==> src/rtl/riscv_pkg.sv <==
// RISC-V base opcodes and the shared 32-bit bus type.
package riscv_pkg;

    typedef logic [31:0] bus32_t;

    localparam logic [6:0] OP_LUI    = 7'b0110111;
    localparam logic [6:0] OP_AUIPC  = 7'b0010111;
    localparam logic [6:0] OP_JAL    = 7'b1101111;
    localparam logic [6:0] OP_JALR   = 7'b1100111;
    localparam logic [6:0] OP_BRANCH = 7'b1100011;
    localparam logic [6:0] OP_LW     = 7'b0000011;
    localparam logic [6:0] OP_SW     = 7'b0100011;
    localparam logic [6:0] OP_ALU_I  = 7'b0010011;
    localparam logic [6:0] OP_ALU_R  = 7'b0110011;

endpackage

==> src/rtl/tartaruga_pkg.sv <==
// Encoder-local types: instruction format enum, an encoded-word record and
// the opcode-to-format decode helper.
package tartaruga_pkg;
    import riscv_pkg::*;

    typedef enum logic [2:0] {
        FMT_R,
        FMT_I,
        FMT_S,
        FMT_B,
        FMT_U
    } enc_fmt_t;

    // One pipeline entry: the packed word and its range-error flag.
    typedef struct packed {
        bus32_t instr;
        logic   err;
    } enc_word_t;

    // Anything that is not a recognised U/I/S/B opcode is encoded as R-type.
    function automatic enc_fmt_t decode_fmt(input logic [6:0] opcode);
        enc_fmt_t fmt;
        case (opcode)
            OP_LUI, OP_AUIPC: fmt = FMT_U;
            OP_ALU_I, OP_LW:  fmt = FMT_I;
            OP_SW:            fmt = FMT_S;
            OP_BRANCH:        fmt = FMT_B;
            default:          fmt = FMT_R;
        endcase
        return fmt;
    endfunction

endpackage

==> src/rtl/imm_pack.sv <==
// Combinational instruction packer: format decode, field/immediate packing
// and (with INSTR_ENCODER_RANGE_CHECK_EN) immediate range checking.
module imm_pack
    import riscv_pkg::*;
    import tartaruga_pkg::*;
(
    input  logic [6:0] opcode,
    input  logic [4:0] rd,
    input  logic [4:0] rs1,
    input  logic [4:0] rs2,
    input  logic [2:0] funct3,
    input  logic [6:0] funct7,
    input  bus32_t     imm,
    output bus32_t     instr,
    output logic       err
);

    enc_fmt_t fmt;
    bus32_t   word;

    // Pack fields and immediate bits for the decoded format.
    always_comb begin
        fmt  = decode_fmt(opcode);
        word = '0;
        case (fmt)
            FMT_U:   word = {imm[31:12], rd, opcode};
            FMT_I:   word = {imm[11:0], rs1, funct3, rd, opcode};
            FMT_S:   word = {imm[11:5], rs2, rs1, funct3, imm[4:0], opcode};
            FMT_B:   word = {imm[12], imm[10:5], rs2, rs1, funct3,
                             imm[4:1], imm[11], opcode};
            default: word = {funct7, rs2, rs1, funct3, rd, opcode};
        endcase
    end

`ifdef INSTR_ENCODER_RANGE_CHECK_EN
    logic range_bad;

    // An immediate fits when every bit above the field's sign bit matches it.
    always_comb begin
        range_bad = 1'b0;
        case (fmt)
            FMT_U:        range_bad = |imm[11:0];
            FMT_I, FMT_S: range_bad = !((&imm[31:11]) || !(|imm[31:11]));
            FMT_B:        range_bad = !((&imm[31:12]) || !(|imm[31:12])) || imm[0];
            default:      range_bad = 1'b0;
        endcase
    end

    assign instr = range_bad ? '0 : word;
    assign err   = range_bad;
`else
    assign instr = word;
    assign err   = 1'b0;
`endif

endmodule

==> src/rtl/instr_encoder.sv <==
// RISC-V instruction encoder with a one-entry output stage plus one skid
// entry, registered ready and a 16-bit accepted-request counter.
// Optional immediate range checking: define INSTR_ENCODER_RANGE_CHECK_EN.
module instr_encoder
    import riscv_pkg::*;
    import tartaruga_pkg::*;
(
    input  logic        clk_i,
    input  logic        rstn_i,
    input  logic        valid_i,
    input  logic [6:0]  opcode_i,
    input  logic [4:0]  rd_i,
    input  logic [4:0]  rs1_i,
    input  logic [4:0]  rs2_i,
    input  logic [2:0]  funct3_i,
    input  logic [6:0]  funct7_i,
    input  bus32_t      imm_i,
    input  logic        ready_i,
    output logic        ready_o,
    output logic        valid_o,
    output bus32_t      instr_o,
    output logic        err_o,
    output logic [15:0] cnt_o
);

    enc_word_t   new_word;
    enc_word_t   out_word_reg,  out_word_next;
    enc_word_t   skid_word_reg, skid_word_next;
    logic        out_valid_reg, out_valid_next;
    logic        skid_valid_reg, skid_valid_next;
    logic        ready_reg,     ready_next;
    logic [15:0] cnt_reg,       cnt_next;
    logic        accept;
    logic        consume;

    imm_pack u_imm_pack (
        .opcode (opcode_i),
        .rd     (rd_i),
        .rs1    (rs1_i),
        .rs2    (rs2_i),
        .funct3 (funct3_i),
        .funct7 (funct7_i),
        .imm    (imm_i),
        .instr  (new_word.instr),
        .err    (new_word.err)
    );

    // Next-state for output stage, skid entry, ready and counter.
    always_comb begin
        accept          = valid_i & ready_reg;
        consume         = out_valid_reg & ready_i;
        out_valid_next  = out_valid_reg;
        out_word_next   = out_word_reg;
        skid_valid_next = skid_valid_reg;
        skid_word_next  = skid_word_reg;
        if (skid_valid_reg) begin
            // ready is low here, so nothing new arrives; skid refills output.
            if (consume) begin
                out_word_next   = skid_word_reg;
                skid_valid_next = 1'b0;
            end
        end else if (accept) begin
            if (!out_valid_reg || consume) begin
                out_valid_next = 1'b1;
                out_word_next  = new_word;
            end else begin
                skid_valid_next = 1'b1;
                skid_word_next  = new_word;
            end
        end else if (consume) begin
            out_valid_next = 1'b0;
        end
        ready_next = !skid_valid_next;
        cnt_next   = cnt_reg + {15'd0, accept};
    end

    // State registers; reset drops any buffered requests.
    always_ff @(posedge clk_i) begin
        if (!rstn_i) begin
            out_valid_reg  <= 1'b0;
            out_word_reg   <= '0;
            skid_valid_reg <= 1'b0;
            skid_word_reg  <= '0;
            ready_reg      <= 1'b0;
            cnt_reg        <= '0;
        end else begin
            out_valid_reg  <= out_valid_next;
            out_word_reg   <= out_word_next;
            skid_valid_reg <= skid_valid_next;
            skid_word_reg  <= skid_word_next;
            ready_reg      <= ready_next;
            cnt_reg        <= cnt_next;
        end
    end

    assign ready_o = ready_reg;
    assign valid_o = out_valid_reg;
    assign instr_o = out_word_reg.instr;
    assign err_o   = out_word_reg.err;
    assign cnt_o   = cnt_reg;

endmodule

==> config.mk <==
export PLATFORM = sky130hd
export DESIGN_NAME = instr_encoder
export DESIGN_NICKNAME = d
export VERILOG_FILES = /design/src/rtl/riscv_pkg.sv /design/src/rtl/tartaruga_pkg.sv /design/src/rtl/imm_pack.sv /design/src/rtl/instr_encoder.sv
export SDC_FILE = /design/constraint.sdc
export NUM_CORES = 1
export LEC_CHECK = 0
export CORE_AREA = 2 2 96 98
export CTS_BUF_LIST = sky130_fd_sc_hd__clkbuf_8 sky130_fd_sc_hd__clkbuf_16
export CTS_CLUSTER_DIAMETER = 120
export CTS_CLUSTER_SIZE = 16
export DETAILED_ROUTE_END_ITERATION = 16
export DIE_AREA = 0 0 98 100
export PLACE_DENSITY = 0.86
export RECOVER_POWER = 25
export SLEW_MARGIN = 20
export SYNTH_ARGS = -nofsm -noshare
export SYNTH_HDL_FRONTEND = slang
export SYNTH_SLANG_ARGS = --single-unit
export TNS_END_PERCENT = 30
==> constraint.sdc <==
create_clock -name clk_i -period 2.3 [get_ports clk_i]
set_input_delay 0.345 -clock clk_i [delete_from_list [all_inputs] [get_ports clk_i]]
set_output_delay 0.345 -clock clk_i [all_outputs]
set_load 0.005 [all_outputs]
==> results by group, run 1 <==
Global routing
  – Remaining Overflow, GRT: 0
  – Largest net degree at the start of global routing: 47
  – First-pass GRT wire length: approximately 18000 um
  – Vias in the first global route: roughly 3800
  – Met1 usage: between 20 and 30%
  – Initial antenna violation count: 0
  – Total GRT Usage: 23.0%
  – GR met2 Demand/Resource: between 30% and 40%
  – GRT met3 Usage: ~5.2%
  – Most used routing layer in global routing: met2

Yosys
  – Most used DFF post-synth: dfxtp_1
  – #FFs+latches synth: 83
  – Syn Nets: approximately 520
  – Cell taking the most area after synthesis: dfxtp_1
  – Register area share after synthesis: 41.4%
  – Avg Cell Area, Syn: 8.85 sq um
  – Post-Synthesis Cells: approximately 450
  – Post-Syn Area: ~0.004 sq mm
  – EDFF count, synth: 0
  – Asr flop ratio synth: 0%
  – Synth warn: 0
  – Cells taking the most area after synthesis: dfxtp_1 (41%), a211oi_1 (4.7%), nand2_1 (4.6%)
  – Synth top area share: between 40% and 50%
  – Synth unique cells: between 50 and 60

Timing
  – Final period util: 88.0%
  – Setup Skew: about 0.0088 ns
  – RSZ-0062 raised after global routing: false
  – Worst slew margin: 46.1%
  – Final setup viols: 0
  – Final Max Slew Viols: 0
  – Fin. Hold Viols: 0
  – Least-Margin Pin Slew: just over 0.8 ns
  – Hold_ws: approximately 0.46 ns
  – Setup TNS: 0 ns
  – Fmax: between 400 and 500 MHz
  – Min Tclk post-route: between 2 and 2.5 ns

Clocking
  – Clk sink count: 83
  – H-tree Lvls: 3
  – Skew-Pair Late Insertion Delay: around 0.35 ns
  – TritonCTS clock tree: done
  – Post_cts resized: 0
  – Worst-path clk slew: about 0.080 ns
  – CTS Buffer Depth: 2
  – Post-CTS Hold Fix Bufs: 0
  – Root Buffer: clkbuf_8
  – Post-CTS setup buffer count: 0
  – TritonCTS Buffers: 9

Run
  – Max-cap violations: 0

Setup path
  – Worst-path cell chain: dlygate4sd3_1 > and2_0 > buf_4 > a2bb2oi_1 > nand3_1 > o221ai_1
  – Crit path largest cell delay: 0.54 ns
  – Critical path type: input port to flip-flop
  – CP required: roughly 2.6 ns
  – Crit path DAT: about 2.3 ns
  – Slowest cell on crit path: dlygate4sd3_1
  – Startpoint Class: input port
  – CP endpoint kind: flip-flop
  – Critical path fanouts, max: 7

Finish
  – Fillers: ~760
  – Layout cell share with drive strength beyond 1: 11.4%
  – # nets final: 626
  – Number of diodes: 0
  – Layout Cells excl Fill: approximately 670
  – Area Overhead vs Synth: 34.5%

Worst hold path
  – Hold Path Class: flip-flop to flip-flop

Route
  – Via/cell ratio: 5.90
  – Via count: around 4000
  – Post-route ant nets: 0
  – Drt first-iter violations: between 200 and 250
  – Aggregate routed wire length: roughly 11000 um
  – Drt drc: 0
  – Pre-Repair DR Iteration Count: 5
  – WL per Instance: about 17 um

Placement
  – Post-DP HPWL: between 8000 and 9000 um
  – Port-buffer cells: between 100 and 150
  – GPL Wtd Cong: around 0.9
  – Placed cell count: between 600 and 700

Outcome
  – Status: finished clean

Floorplan
  – # IOs: 119
  – Core Area: around 0.0089 sq mm
  – Die height: roughly 100 um
  – Chip width: approximately 98 um
  – Die footprint: 0.00980 sq mm
  – FP Rows: 35
  – Initial Util: 45.2%

Power
  – Tot Pwr: 0.00293 W
  – Peak supply drop: 0.288 mV
  – Power per cell area: approximately 540 mW/mm^2
  – LEAKAGE: around 1.9 nW
[metal layers]
metal,routed length [um],share of wire (%)
met1,4820,42
met2,5560,49
met3,775,6.8
met4,272,2.4
met5,0,0
[final timing paths]
path / end / cells past startpoint / slack, ns / from
max: instr_o[28]$_SDFFE_PN0P_ / 6 / 0.28 / valid_i
min: skid_word_reg[12]$_SDFFE_PN0P_ / 2 / 0.46 / skid_word_reg[12]$_SDFFE_PN0P_
max reg2reg: instr_o[28]$_SDFFE_PN0P_ / 3 / 0.39 / skid_valid_reg$_SDFF_PN0_
min reg2reg: skid_word_reg[12]$_SDFFE_PN0P_ / 2 / 0.46 / skid_word_reg[12]$_SDFFE_PN0P_
[cells in the mapped netlist (2+ instances only)]
cell and n:
a22o_1 4, o211ai_1 17, clkbuf_8 3, dlygate4sd1_1 3, a211oi_1 25, ha_1 2, o221ai_1 7, nand2_1 49
nor4_1 4, or3_1 2, a221oi_2 5, nor2_1 36, inv_1 5, a221oi_1 11, o22ai_1 17, nor3_1 20
xnor2_1 8, nand2b_1 2, nand3_1 9, buf_6 2, a311oi_1 8, mux2i_1 10, o21ai_0 11, and3_1 2
nand4_1 9, nor4bb_1 2, clkbuf_1 16, a21oi_1 18, dfxtp_1 83, buf_1 2, buf_4 5, a21boi_0 4
and3_2 16, buf_2 10, and2_1 4, xor2_1 3
[cell families (layout without fill, tap and decap cells)]
group | after synthesis | in the layout | synth area share, %
buffers and inverters | 49 | 155 | 7.35
other | 1 | 1 | 0.0934
adders and majority gates | 2 | 2 | 0.623
xor gates and xnor gates | 11 | 11 | 2.40
muxes | 10 | 10 | 2.49
AOI/OAI and AO/OA | 135 | 135 | 25.5
DFF | 83 | 83 | 41.4
and+or+nand+nor | 163 | 163 | 20.2
[power breakdown]
group / total [W] / internal (W) / switching (W)
clock network: 0.000926 / 0.000410 / 0.000516
logic: 0.000486 / 0.000264 / 0.000222
registers: 0.00152 / 0.00149 / 0.0000331
[through the flow]
stage | util [%] | worst slack (ns) | instance area (sq um)
after floorplan | - | 0.657 | 4020
after global placement | 59.2 | 0.127 | 5260
after detailed placement | 59.2 | 0.0247 | 5260
after CTS | 61.0 | 0.390 | 5430
after global routing | 60.8 | 0.137 | 5400
final | 60.8 | 0.275 | 5400
[worst max-delay path, delay by kind of cell]
| family | cells | cell delay (ns) |
|---|---|---|
| buffers and inverters | 2 | 0.67 |
| and+or+nand+nor | 2 | 0.53 |
| AOI/OAI and AO/OA | 2 | 0.73 |
[area by class of cell]
| cell class | instances | area (sq um) | area share (%) |
|---|---|---|---|
| multi-input combinational | 322 | 2090 | 38.6 |
| sequential | 83 | 1660 | 30.8 |
| timing repair buffer | 134 | 1330 | 24.5 |
| tap | 111 | 139 | 2.57 |
| clock buffer | 10 | 138 | 2.55 |
| clock inverter | 5 | 30.0 | 0.556 |
| inverter | 6 | 22.5 | 0.417 |
[cells in the final DEF, fill, tap and decap left out, types with 16 or more instances in the layout]
cell type and count:
dfxtp_1 82, and3_2 16, nand2_1 49, nor3_1 19
nor2_1 36, o22ai_1 17, a211oi_1 25, o211ai_1 17
clkdlybuf4s50_1 93, dlygate4sd3_1 23, a21oi_1 18
Power figures use the tool's default switching activity.
==> inputs of run 2 (changes only) <==
- GPL_TIMING_DRIVEN: unset -> 1
==> results of run 2 <==
No change in the layout: final DEF, timing and power equal those of run 1.
